## src/rtl/fp16_align_stage.sv

```systemverilog
// fp16_align_stage
//   Registered pre-alignment stage that sits directly in front of the FP16
//   adder core. Each accepted A/B pair is classified, ordered by magnitude and
//   the smaller mantissa is right-aligned with guard/round/sticky bits.
//   Special cases are resolved here, so the adder core only ever has to deal
//   with finite operands. A main + skid output buffer lets in_ready come
//   straight from a flop.
//
// Ports
//   clk, rst           rising-edge clock, synchronous active-high reset
//   in_valid/in_ready  input handshake for the A/B pair
//   A, B               FP16 operands
//   out_valid/out_ready output handshake for the aligned bundle
//   out_sign_big       sign of the larger-magnitude operand
//   out_eff_sub        operand signs differ
//   out_exp            effective exponent of the larger operand
//   out_man_big        {hidden, mantissa, GRS zeros} of the larger operand
//   out_man_small      aligned smaller mantissa, sticky folded into the LSB
//   out_special        00 normal, 01 zero, 10 inf, 11 NaN
//   out_special_val    final FP16 result when out_special != 00, else 0
module fp16_align_stage #(
  parameter int GRS_BITS      = 3,
  parameter bit FLUSH_SUBNORM = 1'b0
) (
  input  logic                   clk,
  input  logic                   rst,
  input  logic                   in_valid,
  output logic                   in_ready,
  input  logic [15:0]            A,
  input  logic [15:0]            B,
  output logic                   out_valid,
  input  logic                   out_ready,
  output logic                   out_sign_big,
  output logic                   out_eff_sub,
  output logic [4:0]             out_exp,
  output logic [11+GRS_BITS-1:0] out_man_big,
  output logic [11+GRS_BITS-1:0] out_man_small,
  output logic [1:0]             out_special,
  output logic [15:0]            out_special_val
);

  localparam int MW = 11 + GRS_BITS;

  typedef enum logic [1:0] {
    SP_NORMAL = 2'b00,
    SP_ZERO   = 2'b01,
    SP_INF    = 2'b10,
    SP_NAN    = 2'b11
  } special_t;

  // Decoded operand: effective exponent and {hidden, mantissa}.
  typedef struct packed {
    logic        sign;
    logic        is_nan;
    logic        is_inf;
    logic        is_zero;
    logic [4:0]  exp;
    logic [10:0] man;
  } op_t;

  typedef struct packed {
    logic          sign_big;
    logic          eff_sub;
    logic [4:0]    exp;
    logic [MW-1:0] man_big;
    logic [MW-1:0] man_small;
    special_t      special;
    logic [15:0]   special_val;
  } bundle_t;

  function automatic op_t classify(input logic [15:0] x);
    op_t        o;
    logic [4:0] e;
    logic [9:0] m;
    e      = x[14:10];
    m      = x[9:0];
    o      = '0;
    o.sign = x[15];
    if (e == 5'd31) begin
      o.is_nan = (m != 10'd0);
      o.is_inf = (m == 10'd0);
      o.exp    = e;
      o.man    = {1'b0, m};
    end else if (e == 5'd0) begin
      if (m == 10'd0 || FLUSH_SUBNORM) begin
        // Zero (or flushed subnormal) keeps exponent 0 so it always orders
        // below any nonzero operand and aligns to nothing.
        o.is_zero = 1'b1;
        o.exp     = 5'd0;
        o.man     = 11'd0;
      end else begin
        o.exp = 5'd1;
        o.man = {1'b0, m};
      end
    end else begin
      o.exp = e;
      o.man = {1'b1, m};
    end
    return o;
  endfunction

  // ---------------------------------------------------------------------------
  // Combinational datapath for the incoming pair
  // ---------------------------------------------------------------------------
  op_t           op_a, op_b, op_big, op_small;
  logic          b_big;
  logic [4:0]    d;
  logic [MW-1:0] small_full, shifted, lost_mask;
  bundle_t       new_bundle;

  // NOTE: every always_comb output gets a default first, so no path can leave
  // a variable unassigned and infer a latch.
  always_comb begin
    new_bundle = '0;
    shifted    = '0;
    lost_mask  = '0;

    op_a  = classify(A);
    op_b  = classify(B);
    // Strictly greater: on a magnitude tie A stays the big operand.
    b_big    = {op_b.exp, op_b.man} > {op_a.exp, op_a.man};
    op_big   = b_big ? op_b : op_a;
    op_small = b_big ? op_a : op_b;

    d          = op_big.exp - op_small.exp;
    small_full = {op_small.man, {GRS_BITS{1'b0}}};

    new_bundle.sign_big = op_big.sign;
    new_bundle.eff_sub  = op_a.sign ^ op_b.sign;
    new_bundle.exp      = op_big.exp;
    new_bundle.man_big  = {op_big.man, {GRS_BITS{1'b0}}};

    if (int'(d) >= MW) begin
      // Everything shifts out; only the sticky survives.
      new_bundle.man_small = {{(MW-1){1'b0}}, |small_full};
    end else begin
      shifted   = small_full >> d;
      lost_mask = ~({MW{1'b1}} << d);
      new_bundle.man_small = shifted | {{(MW-1){1'b0}}, |(small_full & lost_mask)};
    end

    if (op_a.is_nan || op_b.is_nan ||
        (op_a.is_inf && op_b.is_inf && (op_a.sign != op_b.sign))) begin
      new_bundle.special     = SP_NAN;
      new_bundle.special_val = 16'h7E00;
    end else if (op_a.is_inf || op_b.is_inf) begin
      new_bundle.special     = SP_INF;
      new_bundle.special_val = {(op_a.is_inf ? op_a.sign : op_b.sign), 15'h7C00};
    end else if (op_a.is_zero && op_b.is_zero) begin
      new_bundle.special     = SP_ZERO;
      new_bundle.special_val = {op_a.sign & op_b.sign, 15'h0000};
    end else begin
      new_bundle.special     = SP_NORMAL;
      new_bundle.special_val = 16'h0000;
    end
  end

  // ---------------------------------------------------------------------------
  // Main + skid output buffer
  // ---------------------------------------------------------------------------
  bundle_t main_q, skid_q;
  logic    main_valid_q, skid_valid_q, ready_q;
  logic    accept, consume;
  logic    main_valid_d, skid_valid_d;
  logic    load_main_new, load_main_skid, load_skid;

  always_comb begin
    accept         = in_valid & ready_q;
    consume        = main_valid_q & out_ready;
    main_valid_d   = main_valid_q;
    skid_valid_d   = skid_valid_q;
    load_main_new  = 1'b0;
    load_main_skid = 1'b0;
    load_skid      = 1'b0;

    if (consume) begin
      if (skid_valid_q) begin
        // ready_q is low whenever skid is full, so no accept can coincide.
        load_main_skid = 1'b1;
        skid_valid_d   = 1'b0;
      end else if (accept) begin
        load_main_new = 1'b1;
      end else begin
        main_valid_d = 1'b0;
      end
    end else if (accept) begin
      if (!main_valid_q) begin
        load_main_new = 1'b1;
        main_valid_d  = 1'b1;
      end else begin
        load_skid    = 1'b1;
        skid_valid_d = 1'b1;
      end
    end
  end

  // NOTE: state is updated with non-blocking assignments so every flop samples
  // the pre-edge values regardless of statement order.
  always_ff @(posedge clk) begin
    if (rst) begin
      main_valid_q <= 1'b0;
      skid_valid_q <= 1'b0;
      ready_q      <= 1'b0;
      // NOTE: the data registers are reset too, because the outputs are
      // required to read 0 while the stage is held in reset.
      main_q       <= '0;
      skid_q       <= '0;
    end else begin
      main_valid_q <= main_valid_d;
      skid_valid_q <= skid_valid_d;
      ready_q      <= !skid_valid_d;
      if (load_main_new)       main_q <= new_bundle;
      else if (load_main_skid) main_q <= skid_q;
      if (load_skid)           skid_q <= new_bundle;
    end
  end

  assign in_ready        = ready_q;
  assign out_valid       = main_valid_q;
  assign out_sign_big    = main_q.sign_big;
  assign out_eff_sub     = main_q.eff_sub;
  assign out_exp         = main_q.exp;
  assign out_man_big     = main_q.man_big;
  assign out_man_small   = main_q.man_small;
  assign out_special     = main_q.special;
  assign out_special_val = main_q.special_val;

endmodule

```

## config.mk

```make
export PLATFORM = sky130hd
export DESIGN_NAME = fp16_align_stage
export DESIGN_NICKNAME = d
export VERILOG_FILES = /design/src/rtl/fp16_align_stage.sv
export SDC_FILE = /design/constraint.sdc
export NUM_CORES = 1
export LEC_CHECK = 0
export BUFFER_PORTS_ARGS = -buffer_cell sky130_fd_sc_hd__buf_2
export CORE_MARGIN = 4
export CORE_UTILIZATION = 26
export CTS_BUF_LIST = sky130_fd_sc_hd__clkbuf_4
export DETAILED_ROUTE_END_ITERATION = 12
export PLACE_DENSITY = 0.53
export SETUP_SLACK_MARGIN = 0.5
export SLEW_MARGIN = 20
export SYNTH_ARGS = -nofsm -noshare
export SYNTH_HDL_FRONTEND = slang
export SYNTH_SLANG_ARGS = --single-unit
```

## constraint.sdc

```tcl
create_clock -name clk -period 16.75 [get_ports clk]
set_input_delay 2.5125 -clock clk [delete_from_list [all_inputs] [get_ports clk]]
set_output_delay 2.5125 -clock clk [all_outputs]
set_load 0.01 [all_outputs]
```

==> run metrics <==
CP arrival 8250 ps; VDD IR-drop max roughly 0.000029 V; largest net degree at the start of global routing 77; Inserted Clock Buffers 9; Synth Flop Type dfxtp_1; # fillers 2186; Synth top area share 29.4%; clk_lat worst skew 440 ps; Slew Viols, Final 0; setup TNS 0 ps; Initial Util 26.4%; mux share of post-synthesis cell area under 10%; synth warn 0; GPL Wtd Cong around 0.9; Initial DRC Count 432; clk slew on worst S/H paths ~130 ps; Buffers on Ports a little under 80; CP Max Fanout 51; Die W 148 um; DR WL/cell about 17 um; number of global-route vias before repair between 4000 and 5000; Crit Reg-Reg Startpoint out_valid; count leader, synth nand2_1; Distinct cells, synth 70; Achievable Freq around 0.13 GHz; WP buf/inv 1; setup bufs post-CTS 0; Mapped Area 5110 um^2; synthesized-area fraction occupied by and/or/nand/nor cells 22.9%; Slew @ Worst Pin 924 ps; max-cap viol count 0; Setup Skew ~14 ps; hold path depth 2; area grow syn2layout 11.8%; Reg-to-Reg End out_special_val[15]; Endpoint, Worst Hold skid_q[27]; Synth Area in Compound Gates 24.1%; post_cts resized 0; Fin. Hold Viols 0; setup violators final 0; Min Hold Slack 465 ps; Post-synth EDFFs 0; #FFs+latches synth 75; hpwl dp 12100 um; CTS tree done; Synth Area in XOR/XNOR 0%; Power Dens Cells 85.3 nW/um^2; CTS H-tree lvls 3; crit-path leading delay family compound AO/OA/AOI/OAI gates; share of cells above drive strength 1 19.5%; DRC violations left 0; status finished, final reports clean; max incr delay on CP 650 ps; CTS Hold Bufs 0; cells after synthesis 661; core area 19400 um^2; CP Data Required Time 17110 ps; # IOs 91; cell count after placement 945; first-pass GRT wire length around 25000 um; class of the most critical setup path in2reg; fraction of the mapped netlist area in adder cells 4.40%; row count a little over 50; Crit-path slowest cell nor4_1; Worst Setup Start Kind input port; top post-synthesis cells by count 97 x nand2_1, 86 x nor2_1, 75 x dfxtp_1; antenna violations before repair 1; crit path cell chain buf_2, nor4_1, a31oi_1, nor2_1, ha_1, a21o_1, a21oi_2, o211ai_1, a211o_1, and2_4, o21a_1, ha_1, and3_1, a31oi_1, o311a_1, o311ai_0, or3_1, a22oi_2, o211a_1, a21oi_1, a221oi_2; DIE AREA ~22000 um^2; clock root cell clkbuf_4; drt pass-1 iters 6; Avg Inst Size Synth 7.74 um^2; flop-to-flop setup slack between 10000 and 15000 ps; Die Y-Extent ~150 um; Multi-input gate area 3190 um^2; largest family of logic cells by synthesized area compound AO/OA/AOI/OAI gates; RSZ-0062 raised after global routing false; global route overflow 0; CP endpoint kind register; cell leakage power around 2.3 nW; Reg area 1500 um^2; sequential area share after synthesis 29.4%; clock tree sinks 75; Relative slew margins a little under two fifths; R2R depth 5; top post-synthesis cells by area dfxtp_1 29%, nand2_1 7.1%, nor2_1 6.3%, a21oi_1 5.6%, a211oi_1 4.8%; Power Total 488 uW; remaining antenna violation count 0; Yosys top cell by area dfxtp_1; All-Layer GR Usage ~14%; Tmin final 7890 ps; Max Root-Sink Buffers 2; ys async rst share 0%; DR vias roughly 4800; Final Cycle Share 47.1%; routed vias/inst 5.04; Post-Route WL 16400 um; min-delay src skid_q[27]; final net count 745; Hold WC Path Type reg2reg; Finished Layout Cells around 960
## cells in the final DEF, fill, tap and decap left out, types with 7 or more instances in the layout
cell / instances
nor3_1: 10
a22oi_1: 7
buf_2: 78
clkbuf_4: 10
and3_1: 20
buf_4: 7
nand3_1: 13
a21oi_1: 57
o21ai_0: 11
a211oi_1: 33
conb_1: 12
ha_1: 18
inv_1: 18
nand2_1: 97
mux2i_1: 23
dfxtp_1: 75
nor2_1: 86
a221oi_1: 7
mux4_2: 8
## final cells by class
| class | count | area share (%) |
|---|---|---|
| Timing Repair Buffer | 85 | 7.74 |
| Clock inverter | 6 | 1.82 |
| Tap cell | 265 | 5.80 |
| Inverter | 20 | 1.31 |
| Clock buffer | 10 | 1.31 |
| Multi-Input combinational cell | 500 | 55.7 |
| Antenna cell | 1 | 0.0438 |
| Sequential cell | 75 | 26.3 |
## state kept, by name (all words and copies together) (netlist names), 3 cells and up
| signal | count |
|---|---|
| out_man_big | 11 |
| out_special_val | 3 |
| out_exp | 5 |
| skid_q | 36 |
| out_man_small | 14 |
## through the flow
stage	setup slack [ps]	instance area, um^2	utilization, %
3_5_place_dp	8510	5540	28.5
2_1_floorplan	8950	5150	-
5_1_grt	8540	5720	29.5
6_report	8860	5720	29.5
3_3_place_gp	8440	5540	28.5
4_1_cts	8950	5720	29.5
## worst max-delay path by stage
stage                     startpoint          endpoint  slack, ps  depth (start not counted)
final                           A[0]  out_man_small[1]       8860                         21
after global routing            A[0]        skid_q[24]       8540                         17
after CTS                       A[0]  out_man_small[1]       8950                         21
after detailed placement        A[0]  out_man_small[1]       8510                         21
after global placement          A[0]  out_man_small[1]       8440                         21
after floorplan                B[11]  out_man_small[3]       8950                         24
## layer usage
| layer | global-route usage (%) | wire length [um] | share of wire, % |
|---|---|---|---|
| met1 | 21.9 | 8280 | 51 |
| met2 | 20.5 | 6930 | 42 |
| met3 | 2.59 | 832 | 5.1 |
| met4 | 4.30 | 329 | 2.0 |
| met5 | 0 | 0 | 0 |
## worst register-to-register path, stage by stage, from the launching register on
cell and delay, ps:
dfxtp_1 460, o21ai_0 190, nor2b_2 260, nor2_1 630
a22oi_1 140, a21oi_1 180
## report_power, final
part | total [mW] | internal, mW | switching, mW
sequential | 0.189 | 0.185 | 0.00419
combinational | 0.156 | 0.0584 | 0.0980
clock | 0.142 | 0.0763 | 0.0659
total | 0.488 | 0.320 | 0.168
## cell families after synthesis
family	after synthesis
compound gates	174
simple gates	258
flops	75
mux	38
buf+inv	97
other cells	1
fa+ha+maj	18
Power figures use the tool's default switching activity.
